**src/rtl/alg_amba_vip_base_pkg.sv**
```systemverilog
// Shared types and constants for the AMBA VIP base fault checker.
package alg_amba_vip_base_pkg;

   typedef enum logic [1:0] {
      IDLE = 2'd0,
      RUN  = 2'd1,
      HALT = 2'd2
   } state_t;

   localparam int          LFSR_WIDTH    = 20;
   // Feedback taps on bits 19 and 16.
   localparam logic [19:0] LFSR_TAPS     = 20'h90000;
   localparam logic [19:0] LFSR_ZERO_SUB = 20'h00001;
   localparam int          LANE_WIDTH    = 32;

   // One Fibonacci step: shift left, new bit0 is the XOR of the tapped bits.
   function automatic logic [19:0] lfsr_next(input logic [19:0] cur);
      return {cur[18:0], ^(cur & LFSR_TAPS)};
   endfunction

endpackage

```
**src/rtl/alg_amba_vip_base_popcount.sv**
```systemverilog
// Combinational population count of a WIDTH-bit vector.
module alg_amba_vip_base_popcount #(
   parameter int WIDTH = 128
) (
   input  logic [WIDTH-1:0]         bits,
   output logic [$clog2(WIDTH):0]   count
);

   localparam int OUT_W = $clog2(WIDTH) + 1;

   // Sum every set bit of the input.
   always_comb begin
      count = '0;
      for (int i = 0; i < WIDTH; i++) begin
         count = count + {{(OUT_W-1){1'b0}}, bits[i]};
      end
   end

endmodule

```
**src/rtl/alg_amba_vip_base_fault_check.sv**
```systemverilog
// Stream sink that applies LFSR backpressure, regenerates the expected
// lane pattern for beats of the programmed id and accumulates error stats.
// Pipeline: accept (t) -> stage 1 mask register (t+1) -> stage 2 stats (t+2).
// Handshake: a beat transfers on a cycle where s_valid and s_ready are both
// high and restart is low; s_ready never depends on s_valid.
module alg_amba_vip_base_fault_check
   import alg_amba_vip_base_pkg::*;
#(
   parameter int DATA_WIDTH = 128,
   parameter int ID_WIDTH   = 1
) (
   input  logic                  clk,
   input  logic                  rstn,
   input  logic                  enable,
   input  logic                  restart,
   input  logic [19:0]           seed,
   input  logic [19:0]           rdy_thres,
   input  logic                  stop_on_err,
   input  logic [ID_WIDTH-1:0]   id,
   input  logic [ID_WIDTH-1:0]   s_id,
   input  logic [DATA_WIDTH-1:0] s_data,
   input  logic                  s_valid,
   output logic                  s_ready,
   output logic                  err_pulse,
   output logic                  halted,
   output logic [31:0]           stats_nbbeat,
   output logic [31:0]           stats_nbcheck,
   output logic [31:0]           stats_nberror,
   output logic [31:0]           stats_nbbiterr,
   output logic [31:0]           first_err_seq,
   output state_t                dbg_state
);

   localparam int NLANES = DATA_WIDTH / LANE_WIDTH;
   localparam int CNT_W  = $clog2(DATA_WIDTH) + 1;

   state_t                state, state_nxt;
   logic [19:0]           lfsr;
   logic                  accept, match;
   logic [31:0]           seq;
   logic [DATA_WIDTH-1:0] expected;
   logic                  s1_valid, s1_check;
   logic [DATA_WIDTH-1:0] s1_mask;
   logic [31:0]           s1_seq;
   logic                  s2_err;
   logic [CNT_W-1:0]      bit_cnt;
   logic [32:0]           biterr_sum;
   logic                  err_seen;

   // FSM state register.
   always_ff @(posedge clk) begin
      if (!rstn) state <= IDLE;
      else       state <= state_nxt;
   end

   // FSM next state; a halt request from stage 2 outranks enable dropping.
   always_comb begin
      state_nxt = state;
      case (state)
         IDLE:    if (enable) state_nxt = RUN;
         RUN: begin
            if (s2_err && stop_on_err) state_nxt = HALT;
            else if (!enable)          state_nxt = IDLE;
         end
         HALT:    if (restart) state_nxt = enable ? RUN : IDLE;
         default: state_nxt = IDLE;
      endcase
   end

   // FSM outputs.
   always_comb begin
      s_ready   = (state == RUN) && (lfsr >= rdy_thres);
      halted    = (state == HALT);
      dbg_state = state;
   end

   // Handshake, id match and expected lane pattern for the current seq.
   always_comb begin
      accept   = s_valid && s_ready && !restart;
      match    = (s_id == id);
      expected = '0;
      for (int k = 0; k < NLANES; k++) begin
         expected[k*LANE_WIDTH +: LANE_WIDTH] = seq + 32'(k);
      end
   end

   // Backpressure LFSR: reload on restart, step every cycle in RUN.
   always_ff @(posedge clk) begin
      if (!rstn)             lfsr <= LFSR_ZERO_SUB;
      else if (restart)      lfsr <= (seed == '0) ? LFSR_ZERO_SUB : seed;
      else if (state == RUN) lfsr <= lfsr_next(lfsr);
   end

   // Stage 1: register the mismatch mask and the seq of the accepted beat.
   always_ff @(posedge clk) begin
      if (!rstn || restart) begin
         s1_valid <= 1'b0;
         s1_check <= 1'b0;
         s1_mask  <= '0;
         s1_seq   <= '0;
         seq      <= '0;
      end else begin
         s1_valid <= accept;
         if (accept) begin
            s1_check <= match;
            s1_mask  <= s_data ^ expected;
            s1_seq   <= seq;
            if (match) seq <= seq + 32'd1;
         end
      end
   end

   // Beat and check counters, visible the cycle after accept; both wrap.
   always_ff @(posedge clk) begin
      if (!rstn || restart) begin
         stats_nbbeat  <= '0;
         stats_nbcheck <= '0;
      end else if (accept) begin
         stats_nbbeat <= stats_nbbeat + 32'd1;
         if (match) stats_nbcheck <= stats_nbcheck + 32'd1;
      end
   end

   alg_amba_vip_base_popcount #(.WIDTH(DATA_WIDTH)) u_popcount (
      .bits  (s1_mask),
      .count (bit_cnt)
   );

   // Stage 2 error decode; a restart discards whatever sits in stage 1.
   always_comb begin
      s2_err     = s1_valid && s1_check && (|s1_mask) && !restart;
      biterr_sum = {1'b0, stats_nbbiterr} + 33'(bit_cnt);
   end

   // Stage 2: saturating error counters, first error capture, error pulse.
   always_ff @(posedge clk) begin
      if (!rstn || restart) begin
         err_pulse      <= 1'b0;
         stats_nberror  <= '0;
         stats_nbbiterr <= '0;
         first_err_seq  <= 32'hFFFF_FFFF;
         err_seen       <= 1'b0;
      end else begin
         err_pulse <= s2_err;
         if (s2_err) begin
            if (stats_nberror != 32'hFFFF_FFFF) stats_nberror <= stats_nberror + 32'd1;
            stats_nbbiterr <= biterr_sum[32] ? 32'hFFFF_FFFF : biterr_sum[31:0];
            if (!err_seen) begin
               first_err_seq <= s1_seq;
               err_seen      <= 1'b1;
            end
         end
      end
   end

endmodule

```
**config.mk**
```make
export PLATFORM = sky130hd
export DESIGN_NAME = alg_amba_vip_base_fault_check
export DESIGN_NICKNAME = d
export VERILOG_FILES = /design/src/rtl/alg_amba_vip_base_pkg.sv /design/src/rtl/alg_amba_vip_base_popcount.sv /design/src/rtl/alg_amba_vip_base_fault_check.sv
export SDC_FILE = /design/constraint.sdc
export NUM_CORES = 1
export LEC_CHECK = 0
export BUFFER_PORTS_ARGS = -buffer_cell sky130_fd_sc_hd__buf_4
export CAP_MARGIN = 20
export CORE_MARGIN = 2
export CORE_UTILIZATION = 60
export CTS_BUF_LIST = sky130_fd_sc_hd__clkbuf_8
export DETAILED_ROUTE_END_ITERATION = 7
export GPL_TIMING_DRIVEN = 0
export PLACE_DENSITY = 0.86
export SLEW_MARGIN = 20
export SYNTH_ARGS = -nofsm -noshare
export SYNTH_HDL_FRONTEND = slang
export SYNTH_HIERARCHICAL = 1
export SYNTH_SLANG_ARGS = --single-unit
```
**constraint.sdc**
```tcl
create_clock -name clk -period 11.5 [get_ports clk]
set_input_delay 0.575 -clock clk [delete_from_list [all_inputs] [get_ports clk]]
set_output_delay 0.575 -clock clk [all_outputs]
set_load 0.02 [all_outputs]
```
==> summary.txt <==
Outcome
  – Status: complete, no violations

Worst setup path
  – Max incr delay on CP: ~0.75 ns
  – Crit Path Max Fanout: 9
  – Reg2reg setup slack: roughly 2.1 ns
  – Slowest-stage cell, CP: a2bb2oi_1
  – Critical Path RT: around 12 ns
  – CP Capture Type: flip-flop
  – WP data arrival: between 9 and 10 ns
  – RR Endpoint: stats_nbbiterr[24]$_SDFFE_PP0N_
  – R2R cell count: 28
  – Critical path type: flip-flop to flip-flop
  – Startpoint types: flip-flop
  – Launch point of the worst reg-to-reg path: s1_mask[0]$_SDFFE_PP0P_
  – Cell mode on critical path: fa_1

Routing
  – DRT Pass-1 Iters: 6
  – Final wirelength: around 90 mm
  – Via count: between 20000 and 25000
  – Initial drt markers: approximately 2500
  – Remaining DRCs: 0
  – Drt via density: 6.23
  – Number of nets still failing antenna checks after routing: 0
  – Routed len/inst: between 20 and 25 µm

Clocking
  – Post-CTS setup repair buffer count: 0
  – Resize count post-CTS: 0
  – Num CTS Buffers: 67
  – CTS max path bufs: 3
  – H-tree depth: 3
  – CTS tree: done
  – Clock Root Buffer: clkbuf_8
  – Clock-pin slew on the worst setup and hold paths: 0.06 ns
  – CTS Hold Bufs: 0
  – Clock Latency Late Sink: around 0.67 ns
  – CTS sink count: roughly 380

STA
  – Setup violators final: 0
  – Final slew viol count: 0
  – Final period util: 0.816
  – Worst hold slack: between 0.1 and 0.15 ns
  – Final WS setup: approximately 2.1 ns
  – Final Hold Violating Endpoints: 0
  – Final min period: 9.38 ns
  – Max Freq: 0.107 GHz
  – RSZ-0062 raised after global routing: false
  – Clk_skew: roughly 0.031 ns
  – Setup TNS: 0 ns
  – Worst rel slew slack: 0.213
  – Worst Tran Pin Value: roughly 1.2 ns

Global route
  – Largest net degree at the start of global routing: 11
  – Met2 Track Usage GR: 0.717
  – Vias in the first global route: between 20000 and 25000
  – Grt ovf: 0
  – GRT met1 Usage: 0.554
  – GRT busiest layer: met2
  – First-pass GRT wire length: about 130 mm
  – Met3 GRT Util: 0.127
  – Initial antenna violation count: 4
  – Global Route Usage Sum: 0.453

Floorplan
  – Die X: around 200 µm
  – IO Pins: roughly 340
  – Core area: about 37000 µm²
  – Num rows: 70
  – Die area: between 30000 and 40000 µm²
  – Die Ht: around 200 µm
  – Initial Util: 0.612

Synthesis
  – Mapped Area: approximately 22000 µm²
  – Mapped Cells: 2732
  – Post-synthesis register bit count: 378
  – Post-synth ARST share: 0
  – Post-synth EDFFs: 0
  – Commonest register cell after synthesis: dfxtp_1
  – YS warnings: 6
  – Synth cell types: between 60 and 70
  – Mapped Avg Cell Area: 8.24 µm²
  – Seq/Total Area, Yosys: 0.336
  – Syn_nets: approximately 3100

Place
  – Setup WS pre-CTS: ~2.3 ns
  – Post-place instance area: 25600 µm²
  – GPL Wtd Cong: about 1.1
  – Dpl hpwl: between 60 and 70 mm
  – Post-placement cell count: 3539
  – Port Buffers: between 300 and 400

Pwr
  – Max IR drop VDD: around 0.12 mV
  – P_leak: 10.6 nW
  – Final total power: around 2.8 mW
  – Power Dens Cells: between 100 and 150 nW/µm²

Layout
  – Non-filler cells, final: 3659
  – Share of cells above drive strength 1: 0.152
  – Post-route cell area: 27000 µm²
  – Area Growth Syn to Fin: 20.0%
  – Fin nets: 3491
  – Final core occ: 0.734

Worst hold path
  – HP Class: input port to flip-flop
  – Number of cells on the worst hold path: 2
  – Hold EP: dbg_state[0]$_SDFFE_PN0P_
  – HP Start: enable

Job
  – Max-cap viol count: 0
-- cell usage after synthesis, types with 5 or more instances --
| cell | instances | area share |
|---|---|---|
| and4_1 | 14 | 0.0055 |
| nand2_1 | 449 | 0.075 |
| mux2i_1 | 25 | 0.011 |
| buf_2 | 31 | 0.0069 |
| o21a_1 | 11 | 0.0037 |
| nand2b_1 | 11 | 0.0031 |
| o21ai_0 | 81 | 0.018 |
| nand3_1 | 82 | 0.018 |
| o22ai_1 | 5 | 0.0014 |
| clkbuf_1 | 117 | 0.020 |
| buf_1 | 14 | 0.0023 |
| xor2_1 | 98 | 0.038 |
| and3_1 | 29 | 0.0081 |
| fa_1 | 118 | 0.10 |
| or4_1 | 29 | 0.0097 |
| or3_1 | 31 | 0.0086 |
| o2111ai_1 | 9 | 0.0035 |
| dfxtp_1 | 378 | 0.34 |
| o211ai_1 | 24 | 0.0080 |
| nand4_1 | 64 | 0.018 |
| or2_2 | 5 | 0.0014 |
| nor4_1 | 49 | 0.014 |
| nor3_1 | 41 | 0.0091 |
| a21oi_1 | 203 | 0.045 |
| inv_1 | 237 | 0.040 |
| xnor2_1 | 200 | 0.078 |
| o41ai_1 | 6 | 0.0023 |
| o31ai_1 | 24 | 0.0080 |
| ha_1 | 57 | 0.032 |
| nor2_1 | 161 | 0.027 |
| and2_1 | 31 | 0.0086 |
| a211oi_1 | 38 | 0.013 |
-- power breakdown --
part	leakage, nW	switching, mW	internal, mW
Clock	0.780	0.608	0.701
Combinational	6.82	0.119	0.0900
Sequential	3.05	0.00628	1.32
Total	10.6	0.734	2.11
-- state kept, by name (all words and copies together) (netlist names), 2 cells and up --
name / flops
first_err_seq: 32
seq: 32
stats_nbbeat: 32
stats_nberror: 32
lfsr: 20
stats_nbcheck: 32
dbg_state: 2
s1_mask: 128
s1_seq: 32
stats_nbbiterr: 32
-- logic make-up after synthesis --
group | count (synthesis) | synth area share
adders and majority gates | 175 | 0.137
muxes | 25 | 0.0111
and+or+nand+nor | 1021 | 0.216
AOI/OAI and AO/OA | 434 | 0.115
xor gates and xnor gates | 298 | 0.116
DFF | 378 | 0.336
buffers and inverters | 401 | 0.0690
-- final cells by class --
class / instances / area, µm²
tap: 468 / 586
inverter: 237 / 890
antenna: 3 / 7.51
clock buffer: 80 / 1100
clock inverter: 37 / 250
sequential: 378 / 7570
multi-input combinational: 1953 / 13400
fill: 2765 / 9790
timing repair buffer: 339 / 2540
buffer: 164 / 663
-- layout by cell type (no fill, tap or decap), types with 31 or more instances in the layout --
master,count
a211oi_1,37
ha_1,57
inv_1,258
o21ai_0,81
nand4_1,64
nor2_1,161
nand3_1,82
xor2_1,98
nor3_1,41
nand2_1,449
dfxtp_1,378
clkbuf_1,117
or3_1,31
clkbuf_8,80
nor4_1,49
fa_1,118
a21oi_1,203
xnor2_1,200
buf_4,340
buf_2,31
and2_1,31
-- critical path: cells and delay by family, from the launching register on --
kind                       cells  cell delay (ns)
and+or+nand+nor                2             0.26
adders and majority gates     13             6.25
DFF                            1             0.36
buffers and inverters          5             0.47
xor gates and xnor gates       1             0.08
AOI/OAI and AO/OA              7             1.83
-- layer usage --
layer  vias to the layer above  share of wire
met3                       372           0.12
met5                         -        0.00051
met4                         4          0.064
met1                     10833           0.36
li1                       9939              -
met2                      1664           0.45
-- worst max-delay path by stage --
stage / startpoint / to
5_1_grt: s1_mask[0]$_SDFFE_PP0P_ / stats_nbbiterr[24]$_SDFFE_PP0N_
4_1_cts: s1_mask[0]$_SDFFE_PP0P_ / stats_nbbiterr[24]$_SDFFE_PP0N_
3_5_place_dp: s1_mask[0]$_SDFFE_PP0P_ / stats_nbbiterr[24]$_SDFFE_PP0N_
3_3_place_gp: s1_mask[0]$_SDFFE_PP0P_ / stats_nbbiterr[24]$_SDFFE_PP0N_
2_1_floorplan: s1_mask[0]$_SDFFE_PP0P_ / stats_nbbiterr[24]$_SDFFE_PP0N_
6_report: s1_mask[0]$_SDFFE_PP0P_ / stats_nbbiterr[24]$_SDFFE_PP0N_
Power figures use the tool's default switching activity.
